==> src/rtl/id_ex_if.sv <==
// Bundle between instruction decode, the WB bypass source and the ID/EX register.
// master drives the decode/WB/control side; slave is the pipeline register itself.
interface id_ex_if #(
  parameter int DATA_WIDTH = 32
);
  logic                  id_valid;
  logic [31:0]           id_pc;
  logic [DATA_WIDTH-1:0] id_readData1;
  logic [DATA_WIDTH-1:0] id_readData2;
  logic [4:0]            id_rs;
  logic [4:0]            id_rt;
  logic [4:0]            id_rd;
  logic [DATA_WIDTH-1:0] id_imm;
  logic [9:0]            id_ctrl;

  logic                  wb_regWrite;
  logic [4:0]            wb_writeRegister;
  logic [DATA_WIDTH-1:0] wb_writeData;

  logic                  flush;
  logic                  ex_stall;

  logic                  ex_valid;
  logic [31:0]           ex_pc;
  logic [DATA_WIDTH-1:0] ex_readData1;
  logic [DATA_WIDTH-1:0] ex_readData2;
  logic [DATA_WIDTH-1:0] ex_imm;
  logic [4:0]            ex_rs;
  logic [4:0]            ex_rt;
  logic [4:0]            ex_rd;
  logic [9:0]            ex_ctrl;
  logic                  hazard_stall;

  modport master (
    output id_valid, id_pc, id_readData1, id_readData2, id_rs, id_rt, id_rd, id_imm, id_ctrl,
    output wb_regWrite, wb_writeRegister, wb_writeData,
    output flush, ex_stall,
    input  ex_valid, ex_pc, ex_readData1, ex_readData2, ex_imm, ex_rs, ex_rt, ex_rd, ex_ctrl,
    input  hazard_stall
  );

  modport slave (
    input  id_valid, id_pc, id_readData1, id_readData2, id_rs, id_rt, id_rd, id_imm, id_ctrl,
    input  wb_regWrite, wb_writeRegister, wb_writeData,
    input  flush, ex_stall,
    output ex_valid, ex_pc, ex_readData1, ex_readData2, ex_imm, ex_rs, ex_rt, ex_rd, ex_ctrl,
    output hazard_stall
  );
endinterface

==> src/rtl/id_ex_stage.sv <==
// ID/EX pipeline register with WB->ID bypass and load-use bubble insertion.
// The stall counter doubles as the FSM state: zero is RUN, nonzero is STALL.
module id_ex_stage #(
  parameter int LOAD_USE_STALLS = 1,
  parameter int DATA_WIDTH      = 32
) (
  input  logic    clk,
  input  logic    reset,
  id_ex_if.slave  bus
);

  typedef enum logic {
    RUN   = 1'b0,
    STALL = 1'b1
  } state_t;

  localparam logic [2:0] STALL_RELOAD = 3'(LOAD_USE_STALLS - 1);

  state_t state;

  logic [2:0]            stall_cnt_reg,    stall_cnt_next;
  logic                  ex_valid_reg,     ex_valid_next;
  logic [9:0]            ex_ctrl_reg,      ex_ctrl_next;
  logic [31:0]           ex_pc_reg,        ex_pc_next;
  logic [DATA_WIDTH-1:0] ex_readData1_reg, ex_readData1_next;
  logic [DATA_WIDTH-1:0] ex_readData2_reg, ex_readData2_next;
  logic [DATA_WIDTH-1:0] ex_imm_reg,       ex_imm_next;
  logic [4:0]            ex_rs_reg,        ex_rs_next;
  logic [4:0]            ex_rt_reg,        ex_rt_next;
  logic [4:0]            ex_rd_reg,        ex_rd_next;
  logic                  hazard_stall_comb;
  logic                  load_use_hit;

  logic [DATA_WIDTH-1:0] rf_data [2];
  logic [4:0]            rf_addr [2];
  logic [DATA_WIDTH-1:0] src     [2];

  assign rf_data[0] = bus.id_readData1;
  assign rf_data[1] = bus.id_readData2;
  assign rf_addr[0] = bus.id_rs;
  assign rf_addr[1] = bus.id_rt;

  // The register file writes on the edge, so a same-cycle read is stale; forward WB data.
  generate
    for (genvar gi = 0; gi < 2; gi++) begin : g_bypass
      assign src[gi] = (bus.wb_regWrite && (bus.wb_writeRegister == rf_addr[gi]) &&
                        (rf_addr[gi] != 5'd0)) ? bus.wb_writeData : rf_data[gi];
    end
  endgenerate

  assign load_use_hit = ex_valid_reg && ex_ctrl_reg[1] && (ex_rt_reg != 5'd0) && bus.id_valid &&
                        ((ex_rt_reg == bus.id_rs) || (ex_rt_reg == bus.id_rt));

  always_comb begin
    state = (stall_cnt_reg == 3'd0) ? RUN : STALL;
  end

  always_comb begin
    stall_cnt_next    = stall_cnt_reg;
    ex_valid_next     = ex_valid_reg;
    ex_ctrl_next      = ex_ctrl_reg;
    ex_pc_next        = ex_pc_reg;
    ex_readData1_next = ex_readData1_reg;
    ex_readData2_next = ex_readData2_reg;
    ex_imm_next       = ex_imm_reg;
    ex_rs_next        = ex_rs_reg;
    ex_rt_next        = ex_rt_reg;
    ex_rd_next        = ex_rd_reg;
    hazard_stall_comb = 1'b0;

    if (bus.flush) begin
      ex_valid_next  = 1'b0;
      ex_ctrl_next   = 10'd0;
      stall_cnt_next = 3'd0;
    end else if (bus.ex_stall) begin
      hazard_stall_comb = 1'b1;
    end else begin
      case (state)
        STALL: begin
          ex_valid_next     = 1'b0;
          ex_ctrl_next      = 10'd0;
          stall_cnt_next    = stall_cnt_reg - 3'd1;
          hazard_stall_comb = 1'b1;
        end
        default: begin
          if (load_use_hit) begin
            ex_valid_next     = 1'b0;
            ex_ctrl_next      = 10'd0;
            stall_cnt_next    = STALL_RELOAD;
            hazard_stall_comb = 1'b1;
          end else begin
            ex_valid_next     = bus.id_valid;
            ex_ctrl_next      = bus.id_valid ? bus.id_ctrl : 10'd0;
            ex_pc_next        = bus.id_pc;
            ex_readData1_next = src[0];
            ex_readData2_next = src[1];
            ex_imm_next       = bus.id_imm;
            ex_rs_next        = bus.id_rs;
            ex_rt_next        = bus.id_rt;
            ex_rd_next        = bus.id_rd;
          end
        end
      endcase
    end
  end

  always_ff @(posedge clk) begin
    if (reset) begin
      stall_cnt_reg    <= 3'd0;
      ex_valid_reg     <= 1'b0;
      ex_ctrl_reg      <= 10'd0;
      ex_pc_reg        <= 32'd0;
      ex_readData1_reg <= '0;
      ex_readData2_reg <= '0;
      ex_imm_reg       <= '0;
      ex_rs_reg        <= 5'd0;
      ex_rt_reg        <= 5'd0;
      ex_rd_reg        <= 5'd0;
    end else begin
      stall_cnt_reg    <= stall_cnt_next;
      ex_valid_reg     <= ex_valid_next;
      ex_ctrl_reg      <= ex_ctrl_next;
      ex_pc_reg        <= ex_pc_next;
      ex_readData1_reg <= ex_readData1_next;
      ex_readData2_reg <= ex_readData2_next;
      ex_imm_reg       <= ex_imm_next;
      ex_rs_reg        <= ex_rs_next;
      ex_rt_reg        <= ex_rt_next;
      ex_rd_reg        <= ex_rd_next;
    end
  end

  assign bus.ex_valid     = ex_valid_reg;
  assign bus.ex_ctrl      = ex_ctrl_reg;
  assign bus.ex_pc        = ex_pc_reg;
  assign bus.ex_readData1 = ex_readData1_reg;
  assign bus.ex_readData2 = ex_readData2_reg;
  assign bus.ex_imm       = ex_imm_reg;
  assign bus.ex_rs        = ex_rs_reg;
  assign bus.ex_rt        = ex_rt_reg;
  assign bus.ex_rd        = ex_rd_reg;
  assign bus.hazard_stall = hazard_stall_comb;

endmodule
==> src/flat_wrapper.sv <==
// flat-port wrapper written by rule: the top's interface ports become plain ports
module id_ex_stage_flat 
#(
  parameter int LOAD_USE_STALLS = 1,
  parameter int DATA_WIDTH      = 32
)
  (clk, reset, bus_id_valid, bus_id_pc, bus_id_readData1, bus_id_readData2, bus_id_rs, bus_id_rt, bus_id_rd, bus_id_imm, bus_id_ctrl, bus_wb_regWrite, bus_wb_writeRegister, bus_wb_writeData, bus_flush, bus_ex_stall, bus_ex_valid, bus_ex_pc, bus_ex_readData1, bus_ex_readData2, bus_ex_imm, bus_ex_rs, bus_ex_rt, bus_ex_rd, bus_ex_ctrl, bus_hazard_stall);
  id_ex_if #(.DATA_WIDTH(DATA_WIDTH)) bus_i ();
  input  logic clk;
  input  logic reset;
  input wire logic [$bits(bus_i.id_valid)-1:0] bus_id_valid;
  input wire logic [$bits(bus_i.id_pc)-1:0] bus_id_pc;
  input wire logic [$bits(bus_i.id_readData1)-1:0] bus_id_readData1;
  input wire logic [$bits(bus_i.id_readData2)-1:0] bus_id_readData2;
  input wire logic [$bits(bus_i.id_rs)-1:0] bus_id_rs;
  input wire logic [$bits(bus_i.id_rt)-1:0] bus_id_rt;
  input wire logic [$bits(bus_i.id_rd)-1:0] bus_id_rd;
  input wire logic [$bits(bus_i.id_imm)-1:0] bus_id_imm;
  input wire logic [$bits(bus_i.id_ctrl)-1:0] bus_id_ctrl;
  input wire logic [$bits(bus_i.wb_regWrite)-1:0] bus_wb_regWrite;
  input wire logic [$bits(bus_i.wb_writeRegister)-1:0] bus_wb_writeRegister;
  input wire logic [$bits(bus_i.wb_writeData)-1:0] bus_wb_writeData;
  input wire logic [$bits(bus_i.flush)-1:0] bus_flush;
  input wire logic [$bits(bus_i.ex_stall)-1:0] bus_ex_stall;
  output wire logic [$bits(bus_i.ex_valid)-1:0] bus_ex_valid;
  output wire logic [$bits(bus_i.ex_pc)-1:0] bus_ex_pc;
  output wire logic [$bits(bus_i.ex_readData1)-1:0] bus_ex_readData1;
  output wire logic [$bits(bus_i.ex_readData2)-1:0] bus_ex_readData2;
  output wire logic [$bits(bus_i.ex_imm)-1:0] bus_ex_imm;
  output wire logic [$bits(bus_i.ex_rs)-1:0] bus_ex_rs;
  output wire logic [$bits(bus_i.ex_rt)-1:0] bus_ex_rt;
  output wire logic [$bits(bus_i.ex_rd)-1:0] bus_ex_rd;
  output wire logic [$bits(bus_i.ex_ctrl)-1:0] bus_ex_ctrl;
  output wire logic [$bits(bus_i.hazard_stall)-1:0] bus_hazard_stall;
  assign bus_i.id_valid = bus_id_valid;
  assign bus_i.id_pc = bus_id_pc;
  assign bus_i.id_readData1 = bus_id_readData1;
  assign bus_i.id_readData2 = bus_id_readData2;
  assign bus_i.id_rs = bus_id_rs;
  assign bus_i.id_rt = bus_id_rt;
  assign bus_i.id_rd = bus_id_rd;
  assign bus_i.id_imm = bus_id_imm;
  assign bus_i.id_ctrl = bus_id_ctrl;
  assign bus_i.wb_regWrite = bus_wb_regWrite;
  assign bus_i.wb_writeRegister = bus_wb_writeRegister;
  assign bus_i.wb_writeData = bus_wb_writeData;
  assign bus_i.flush = bus_flush;
  assign bus_i.ex_stall = bus_ex_stall;
  assign bus_ex_valid = bus_i.ex_valid;
  assign bus_ex_pc = bus_i.ex_pc;
  assign bus_ex_readData1 = bus_i.ex_readData1;
  assign bus_ex_readData2 = bus_i.ex_readData2;
  assign bus_ex_imm = bus_i.ex_imm;
  assign bus_ex_rs = bus_i.ex_rs;
  assign bus_ex_rt = bus_i.ex_rt;
  assign bus_ex_rd = bus_i.ex_rd;
  assign bus_ex_ctrl = bus_i.ex_ctrl;
  assign bus_hazard_stall = bus_i.hazard_stall;
  id_ex_stage #(.LOAD_USE_STALLS(LOAD_USE_STALLS), .DATA_WIDTH(DATA_WIDTH)) u_core (.clk(clk), .reset(reset), .bus(bus_i));
endmodule
==> config.mk <==
export PLATFORM = sky130hd
export DESIGN_NAME = id_ex_stage_flat
export DESIGN_NICKNAME = d
export VERILOG_FILES = /design/src/rtl/id_ex_if.sv /design/src/rtl/id_ex_stage.sv /design/src/flat_wrapper.sv
export SDC_FILE = /design/constraint.sdc
export NUM_CORES = 1
export LEC_CHECK = 0
export ABC_AREA = 1
export ABC_CLOCK_PERIOD_IN_PS = 2800
export BUFFER_PORTS_ARGS = -buffer_cell sky130_fd_sc_hd__buf_2
export CORE_AREA = 2 2 138 140
export DETAILED_ROUTE_END_ITERATION = 7
export DIE_AREA = 0 0 140 142
export GPL_TIMING_DRIVEN = 1
export PLACE_DENSITY = 0.73
export SLEW_MARGIN = 40
export SYNTH_ARGS = -nofsm -noshare
export SYNTH_HDL_FRONTEND = slang
export SYNTH_SLANG_ARGS = --single-unit
==> constraint.sdc <==
create_clock -name clk -period 2.8 [get_ports clk]
set_clock_uncertainty 0.15 [all_clocks]
set_input_delay 0.28 -clock clk [delete_from_list [all_inputs] [get_ports clk]]
set_output_delay 0.28 -clock clk [all_outputs]
set_load 0.01 [all_outputs]
==> impl_metrics.toml, run 1 <==
[synthesis]
synth.most_common_cell = "nand2_1"
postSynth.asyncResetShare_pct = 0
synth.top_cell.area_share_pct = 40.58
syn_nets = 1491
ys_top_cells_by_area = "dfxtp_1 (41%), nand2_1 (23%), nor2_1 (15%)"
yosysSeqAreaShare_pct = 40.58
ys_ff_latch = 157
synth_area_mm2 = 0.007746
synthCells = 1295
synth_area_per_cell_um2 = 5.982
yosysTopAreaCell = "dfxtp_1"
yosysUniqueCellTypes = 24
ys.flop_type = "dfxtp_1"
yosys_warnings = 0
netlist_top_cells_count = "nand2_1 (473), nor2_1 (300), inv_1 (169)"
synth_edf_count = 0

[critical_path]
crit_required_ns = 2.97
path_class = "primary input to register"
worstPathCellList = "dlygate4sd3_1, buf_2, inv_2, nand2_1, nand2_1, nor2_1, nand3_1, nand2_1, nand2_2, nand3_4, nor2_1, nor2_1, dlygate4sd3_1"
start_kind = "primary input"
path_buf_inv = 4
critPathTopFamily = "buffers and inverters"
end_kind = "register"
worst_path_max_delay_cell = "dlygate4sd3_1"
crit_fanout = 23
cp.arrival_ns = 2.79
slowest_delay_ns = 0.56

[outcome]
run_status = "finished, violations left"
violations = "DRC"

[timing]
min_period_over_period_pct = 93.63
relSlewSlack_pct = 56.99
finalSetupViolCount = 0
drv_slew = 0
rsz0062_at_grt = "false"
final.min_clock_period_ns = 2.622
fmax_ghz = 0.3814
hold_viol_final = 0
max_slew.worst_pin.slew_ns = 0.6451
fin_setup_tns_ns = 0

[drt]
routedWlPerCell_um = 12.88
top_layer_used = "met4"
first_pass_iters = 7
drt-initial-drc-count = 472
wl_met3_um = 1616
routed_via_density = 4.541
wl_um = 25010
via_count = 8819
detail-route-antenna-nets = 0
drc_errors = 20
wl_met2_um = 12130
routedLengthMet1_um = 10410

[power_and_ir_drop]
irDropWorstVdd_mv = 0.4017
p_per_area_mw_per_mm2 = 536.1
leakage_nw = 6.572

[placed_design]
dp_hpwl_um = 16930
place_area_mm2 = 0.009649
numPortBuffers = 350
finalWeightedCongestion = 0.9050

[clock_tree]
clockBufferDepth = 2
htreeDepth = 4
cts_resized = 0
cts_setup_buffers = 0
clk_pin_slew_ns = 0.07
cts_made_buffers = 17
cts_root_buf = "clkbuf_16"
clock_sinks = 157
cts_tree = "built"
clk_latency_ns = 0.43

[global_routing]
grt-ovfl-total = 0
grt_usage_pct = 24.58
grt_pass1_vias = 8172
antenna_found_initial = 2
grt_max_degree = 141
grt_pass1_wl_um = 39300

[die]
row_count = 50
initial_utilization_pct = 41.97
coreArea_mm2 = 0.01846
die_x_um = 140
die_y_um = 142
die-area_mm2 = 0.01988
io_pins = 351

[flow_run]
cap_violations = 0

[final_layout]
final_core_util_pct = 60.06
final_area_mm2 = 0.01108
drive_above_1_share_pct = 24.21
nets = 1889
syn2layout_area_growth_pct = 43.10
n_fill_cell = 1739

[min_path]
hp-class = "primary input to register"
## cell families (layout without fill, tap and decap cells)
| family | count (synthesis) | in the layout | synth area share [%] |
|---|---|---|---|
| compound gates | 21 | 21 | 1.454 |
| xor+xnor | 5 | 5 | 0.5653 |
| other cells | 0 | 2 | 0 |
| buf+inv | 247 | 658 | 13.57 |
| flops | 157 | 157 | 40.57 |
| simple gates | 865 | 865 | 43.84 |
## path summary, 6_finish.rpt
kind	startpoint	end	slack [ns]	cells after the start
max	bus_id_rt[3]	u_core.bus.ex_imm[31]	0.18	13
min	bus_id_rt[1]	u_core.bus.ex_rt[1]	0.02	3
max reg2reg	u_core.bus.ex_rt[0]	u_core.bus.ex_imm[31]	0.31	10
min reg2reg	u_core.bus.ex_ctrl[9]	u_core.bus.ex_ctrl[9]	0.30	2
## where the power goes
part	switching (mW)	total, mW	internal (mW)	leakage, nW
combinational	0.596	1.06	0.469	4.98
clock	1.05	2.43	1.37	0.301
sequential	0.0749	2.45	2.38	1.29
## layout by cell type, fill, tap and decap left out, drive strengths merged
cell	netlist	routed
nand2	474	474
buf	41	369
nor2	303	303
inv	175	184
dfxtp	157	157
dlygate4sd3	0	82
nand3	69	69
clkbuf	31	18
nand4	17	17
a21oi	14	14
xnor2	4	4
o21ai	4	4
clkinv	0	3
diode	0	2
bufinv	0	2
xor2	1	1
and3	1	1
a21boi	1	1
or2	1	1
a21o	1	1
a211oi	1	1
## per-stage QoR
| step | std cells | hold WS [ns] | total power, mW | setup WS (ns) |
|---|---|---|---|---|
| after detailed placement | 1826 | 0.2963 | 3.460 | 0.5614 |
| after global placement | 1826 | 0.2931 | 3.441 | 0.6000 |
| after global routing | 1942 | 0.01838 | 6.235 | 0.07517 |
| after CTS | 1940 | 0.002666 | 5.987 | 0.2659 |
| after floorplan | 1295 | 0.2649 | 3.047 | 1.125 |
| final | 1942 | 0.01722 | 5.943 | 0.1784 |
## layout make-up
| type | count | area, µm² | area share [%] |
|---|---|---|---|
| multi-input combinational | 891 | 3560 | 32.11 |
| clock inverter | 14 | 170.2 | 1.535 |
| timing repair buffer | 451 | 2815 | 25.40 |
| antenna | 2 | 5.005 | 0.04515 |
| inverter | 175 | 659.4 | 5.949 |
| clock buffer | 18 | 439.2 | 3.962 |
| tap | 234 | 292.8 | 2.641 |
| sequential | 157 | 3143 | 28.36 |
## routing by layer
metal	track usage, %	vias up
met5	0	-
met4	11.06	0
met3	5.485	54
met2	42.57	311
met1	29.32	3860
li1	-	4594
## worst reg2reg max path, stage by stage (launching register included)
cell and delay [ns]:
dfxtp_1 0.44, nor2_1 0.08, nor2_1 0.10, nor2_1 0.05, nand3_1 0.06, nand2_1 0.07, nand2_2 0.21, nand3_4 0.31
nor2_1 0.26, nor2_1 0.08, dlygate4sd3_1 0.56
## what timing repair did
| action | in CTS | in global routing |
|---|---|---|
| hold buffers | 82 | 0 |
| setup endpoints to repair | 0 | 0 |
| hold endpoints to repair | 78 | 0 |
Power figures use the tool's default switching activity.
==> run 2, diff against run 1 <==
--- a/config.mk
+++ b/config.mk
@@ -7,12 +7,11 @@
 export LEC_CHECK = 0
 export ABC_AREA = 1
 export ABC_CLOCK_PERIOD_IN_PS = 2800
-export BUFFER_PORTS_ARGS = -buffer_cell sky130_fd_sc_hd__buf_2
-export CORE_AREA = 2 2 138 140
+export CORE_AREA = 2 2 137 139
 export DETAILED_ROUTE_END_ITERATION = 7
-export DIE_AREA = 0 0 140 142
+export DIE_AREA = 0 0 139 141
+export DONT_BUFFER_PORTS = 1
 export GPL_TIMING_DRIVEN = 1
-export PLACE_DENSITY = 0.73
 export SLEW_MARGIN = 40
 export SYNTH_ARGS = -nofsm -noshare
 export SYNTH_HDL_FRONTEND = slang
==> impl_metrics.toml, run 2 (synthesis gave the netlist of run 1 again) <==
[outcome]
run_status = "finished, final reports clean"

[clock_tree]
clockBufferDepth = 2
cts_made_buffers = 17
clk_pin_slew_ns = 0.07
htreeDepth = 4
clock_sinks = 157
cts_root_buf = "clkbuf_16"
cts_setup_buffers = 0
cts_tree = "built"
clk_latency_ns = 0.43

[final_layout]
drive_above_1_share_pct = 4.301
n_fill_cell = 1641
n_antenna_cell = 0
syn2layout_area_growth_pct = 36.84
final_area_mm2 = 0.01060
layout_commonest_cell = "nand2_1"
nets = 1671
final_cell_mix = "nand2_1 (473), nor2_1 (300), dlygate4sd3_1 (213), inv_1 (169), dfxtp_1 (157)"
finalNonFillerCells = 1722

[critical_path]
crit_fanout = 13
slowest_delay_ns = 0.48
path_buf_inv = 2
start_kind = "register"
crit_required_ns = 2.37
crit_top_cell = "nand2_1"
worstRegToRegCells = 12
cp-endpoint = "bus_hazard_stall"
cp.arrival_ns = 1.97
cp_num_cells = 10
crit_start = "u_core.bus.ex_rt[3]"
worstPathCellList = "inv_1, nand2_1, nand2_1, nor2_1, nand3_1, nand2_1, nand2_2, nand2_1, o21ai_0, inv_1"
worstReg2RegStart = "u_core.bus.ex_rt[3]"
worst_path_max_delay_cell = "dfxtp_1"
path_class = "register to output pin"
critPathTopFamily = "simple AND/OR/NAND/NOR gates"
ff2ff_setup_slack_ns = 0.49
end_kind = "output pin"
timing.rr.end = "u_core.bus.ex_pc[5]"

[die]
die_y_um = 141
die_x_um = 139
row_count = 50
die-area_mm2 = 0.01960
initial_utilization_pct = 42.40
io_pins = 351
coreArea_mm2 = 0.01827

[power_and_ir_drop]
p_clk_share_pct = 40.7
p_per_area_mw_per_mm2 = 542.5
irDropWorstVdd_mv = 0.4109
p_sw_share_pct = 29.09
power_switching_mw = 1.673
combPwrFrac_pct = 14.7
leakage_nw = 5.544
fin_total_pwr_mw = 5.751
power_frac_seq_pct = 44.6
p_int_mw = 4.078

[timing]
max_slew.worst_pin.slew_ns = 0.7412
final.min_clock_period_ns = 2.404
drv_slew = 0
rsz0062_at_grt = "false"
hold_viol_final = 0
fmax_ghz = 0.4159
fin_setup_tns_ns = 0
relSlewSlack_pct = 50.58
min_period_over_period_pct = 85.87
finalSetupViolCount = 0

[drt]
detail-route-antenna-nets = 0
first_pass_iters = 5
wl_met3_um = 2300
routed_via_density = 4.697
drc_errors = 0
via_count = 8089
top_layer_used = "met4"
routedWlPerCell_um = 14.49
wl_met2_um = 12030
drt-initial-drc-count = 482
routedLengthMet1_um = 9905
wl_um = 24960

[placed_design]
dp_hpwl_um = 15450
finalWeightedCongestion = 0.8103
place_inst = 1477
place_area_mm2 = 0.007880
numPortBuffers = 0

[global_routing]
grt_pass1_wl_um = 39370
grt-ovfl-total = 0
grt_max_degree = 144
grt_usage_pct = 24.79
antenna_found_initial = 0
grt_pass1_vias = 7774

[flow_run]
cap_violations = 0

[min_path]
hp-class = "primary input to register"
[run 2: changes by cell type in the layout (fill, tap and decap cells not counted), sizes merged]
cell / before / now
inv: 184 / 183
bufinv: 2 / 1
clkinvlp: 0 / 1
buf: 369 / 20
clkinv: 3 / 4
diode: 2 / 0
dlygate4sd3: 82 / 213
[run 2: timing repair]
action                    4_1_cts  5_1_grt
hold buffers                  213        0
resized for setup               0        0
hold endpoints to repair      155        0
[run 2: how the worst min path moves through the flow]
| stage | from | endpoint | slack, ns | cells after the start |
|---|---|---|---|---|
| floorplan | bus_id_imm[0] | u_core.bus.ex_imm[0] | 0.26 | 2 |
| global placement | bus_id_imm[8] | u_core.bus.ex_imm[8] | 0.27 | 2 |
| detailed placement | bus_id_pc[24] | u_core.bus.ex_pc[24] | 0.27 | 2 |
| CTS | bus_wb_writeData[7] | u_core.bus.ex_readData1[7] | 0.001 | 4 |
| global route | bus_id_readData2[6] | u_core.bus.ex_readData2[6] | 0.02 | 4 |
| finish | bus_wb_writeData[1] | u_core.bus.ex_readData2[1] | 0.00007 | 4 |
[run 2: layer usage]
layer / global-route usage (%) / up-vias
li1: - / 4157
met1: 28.28 / 3513
met3: 8.492 / 53
met2: 42.62 / 366
met5: 0 / -
met4: 10.21 / 0
[run 2: worst reg2reg max path, delay by kind of cell, from the launching register on]
family	cells	cell delay, ns
flip-flops	1	0.48
buffers and inverters	2	0.54
AND/OR/NAND/NOR	10	1.04
[run 2: power by group through the flow]
stage                     logic [mW]  clock network (mW)  registers, mW
after global routing           0.959                2.48           2.58
after floorplan                0.480                   0           2.57
after global placement         0.556                   0           2.62
after CTS                      0.829                2.39           2.56
final                          0.844                2.34           2.56
after detailed placement       0.567                   0           2.61
[run 2: cell type report]
cell class | count | area (µm²) | share of cell area (%)
clock inverter | 14 | 148.9 | 1.405
tap | 234 | 292.8 | 2.762
multi-input combinational | 891 | 3560 | 33.58
timing repair buffer | 233 | 2357 | 22.24
clock buffer | 18 | 439.2 | 4.143
inverter | 175 | 659.4 | 6.220
sequential | 157 | 3143 | 29.65
[run 2: per-stage QoR]
step                util (%)  setup WS, ns  hold WS [ns]
floorplan                  -         1.125        0.2649
global placement       43.14        0.5203        0.2672
detailed placement     43.14        0.5471        0.2726
CTS                    58.03        0.3515      0.001251
global route           58.03        0.2007       0.01824
finish                 58.03        0.3955    0.00006639
==> run 3, diff against run 2 <==
--- a/config.mk
+++ b/config.mk
@@ -12,6 +12,7 @@
 export DIE_AREA = 0 0 139 141
 export DONT_BUFFER_PORTS = 1
 export GPL_TIMING_DRIVEN = 1
+export MAX_ROUTING_LAYER = met4
 export SLEW_MARGIN = 40
 export SYNTH_ARGS = -nofsm -noshare
 export SYNTH_HDL_FRONTEND = slang
==> impl_metrics.toml, run 3 (synthesis gave the netlist of run 1 again) <==
[power_and_ir_drop]
irDropWorstVdd_mv = 0.4142
p_per_area_mw_per_mm2 = 542.9
p_clk_share_pct = 40.8
p_int_mw = 4.078
leakage_nw = 5.544
combPwrFrac_pct = 14.7
power_switching_mw = 1.677
power_frac_seq_pct = 44.6
p_sw_share_pct = 29.14

[die]
die_y_um = 141
die_x_um = 139
die-area_mm2 = 0.01960
row_count = 50
initial_utilization_pct = 42.40
coreArea_mm2 = 0.01827
io_pins = 351

[timing]
finalSetupViolCount = 0
fin_setup_tns_ns = 0
hold_viol_final = 0
max_slew.worst_pin.slew_ns = 0.7618
drv_slew = 0
fmax_ghz = 0.4148
final.min_clock_period_ns = 2.411
min_period_over_period_pct = 86.10
relSlewSlack_pct = 49.22
rsz0062_at_grt = "false"

[critical_path]
worst_path_max_delay_cell = "dfxtp_1"
worstPathCellList = "inv_1, nand2_1, nand2_1, nor2_1, nand3_1, nand2_1, nand2_2, nand2_1, o21ai_0, inv_1"
slowest_delay_ns = 0.48
start_kind = "register"
crit_required_ns = 2.37
path_class = "register to output pin"
crit_fanout = 13
crit_top_cell = "nand2_1"
end_kind = "output pin"
cp.arrival_ns = 1.98

[drt]
routed_via_density = 4.713
wl_um = 24930
routedWlPerCell_um = 14.48
drc_errors = 0
first_pass_iters = 5
drt-initial-drc-count = 471
via_count = 8116
detail-route-antenna-nets = 0

[final_layout]
final_cell_mix = "nand2_1 (473), nor2_1 (300), dlygate4sd3_1 (213), inv_1 (169), dfxtp_1 (157)"
final_core_util_pct = 58.03
drive_above_1_share_pct = 4.301
layout_commonest_cell = "nand2_1"
nets = 1671
syn2layout_area_growth_pct = 36.84
n_antenna_cell = 0

[clock_tree]
cts_resized = 0
htreeDepth = 4
clockBufferDepth = 2
clock_sinks = 157
clk_latency_ns = 0.43
ctsHoldBuffers = 213
cts_root_buf = "clkbuf_16"
clk_pin_slew_ns = 0.07
cts_made_buffers = 17
cts_setup_buffers = 0
cts_tree = "built"

[global_routing]
grt-ovfl-total = 0
grt_usage_pct = 25.51
grt_pass1_wl_um = 39310
grt_max_degree = 144
antenna_found_initial = 0
grt_pass1_vias = 7806

[flow_run]
cap_violations = 0

[min_path]
hp-class = "primary input to register"

[placed_design]
numPortBuffers = 0
dp_hpwl_um = 15450
finalWeightedCongestion = 0.8222

[outcome]
run_status = "finished, final reports clean"
-- run 3: final timing paths --
path	slack, ns	cells past startpoint	end	from
setup / recovery	0.39	10	bus_hazard_stall	u_core.bus.ex_rt[3]
hold / removal	0.002	4	u_core.bus.ex_readData2[1]	bus_wb_writeData[1]
setup reg to reg	0.49	12	u_core.bus.ex_pc[5]	u_core.bus.ex_rt[3]
hold reg to reg	0.33	2	u_core.stall_cnt_reg[2]	u_core.stall_cnt_reg[2]
-- run 3: power by group through the flow --
stage               clock network (mW)  registers (mW)  logic (mW)
floorplan                            0            2.57       0.480
global placement                     0            2.62       0.556
detailed placement                   0            2.61       0.567
CTS                               2.39            2.56       0.829
global route                      2.47            2.58       0.959
finish                            2.35            2.56       0.845
-- run 3: per-layer routing --
metal  part of all wire, %  track usage (%)  vias to the layer above  wire length (µm)
li1                      -                -                     4155                 -
met1                    40            28.40                     3552              9875
met2                    49            42.70                      354             12160
met3                   8.8            8.152                       55              2186
met4                   2.8            10.15                        0               709
met5                     0                -                        -                 0
-- run 3: layout make-up --
type,instances,area (µm²)
Tap cell,234,292.8
Sequential cell,157,3143
Inverter,175,659.4
Clock inverter,14,148.9
Fill cell,1641,7667
Multi-Input combinational cell,891,3560
Timing Repair Buffer,233,2357
Clock buffer,18,439.2
-- run 3: metrics by stage --
step / worst slack, ns / hold WS [ns] / area [µm²] / std cells / power (mW)
2_1_floorplan: 1.125 / 0.2649 / 7746 / 1295 / 3.047
3_3_place_gp: 0.5203 / 0.2672 / 7880 / 1477 / 3.172
3_5_place_dp: 0.5471 / 0.2726 / 7880 / 1477 / 3.181
4_1_cts: 0.3515 / 0.001251 / 10600 / 1722 / 5.781
5_1_grt: 0.2007 / 0.01930 / 10600 / 1722 / 6.013
6_report: 0.3891 / 0.002133 / 10600 / 1722 / 5.755
-- run 3: critical path: cells and delay by family (launching register included) --
family	cells	cell delay, ns
AO/OA/AOI/OAI	1	0.09
flip-flops	1	0.48
buffers and inverters	2	0.24
AND/OR/NAND/NOR	7	0.74
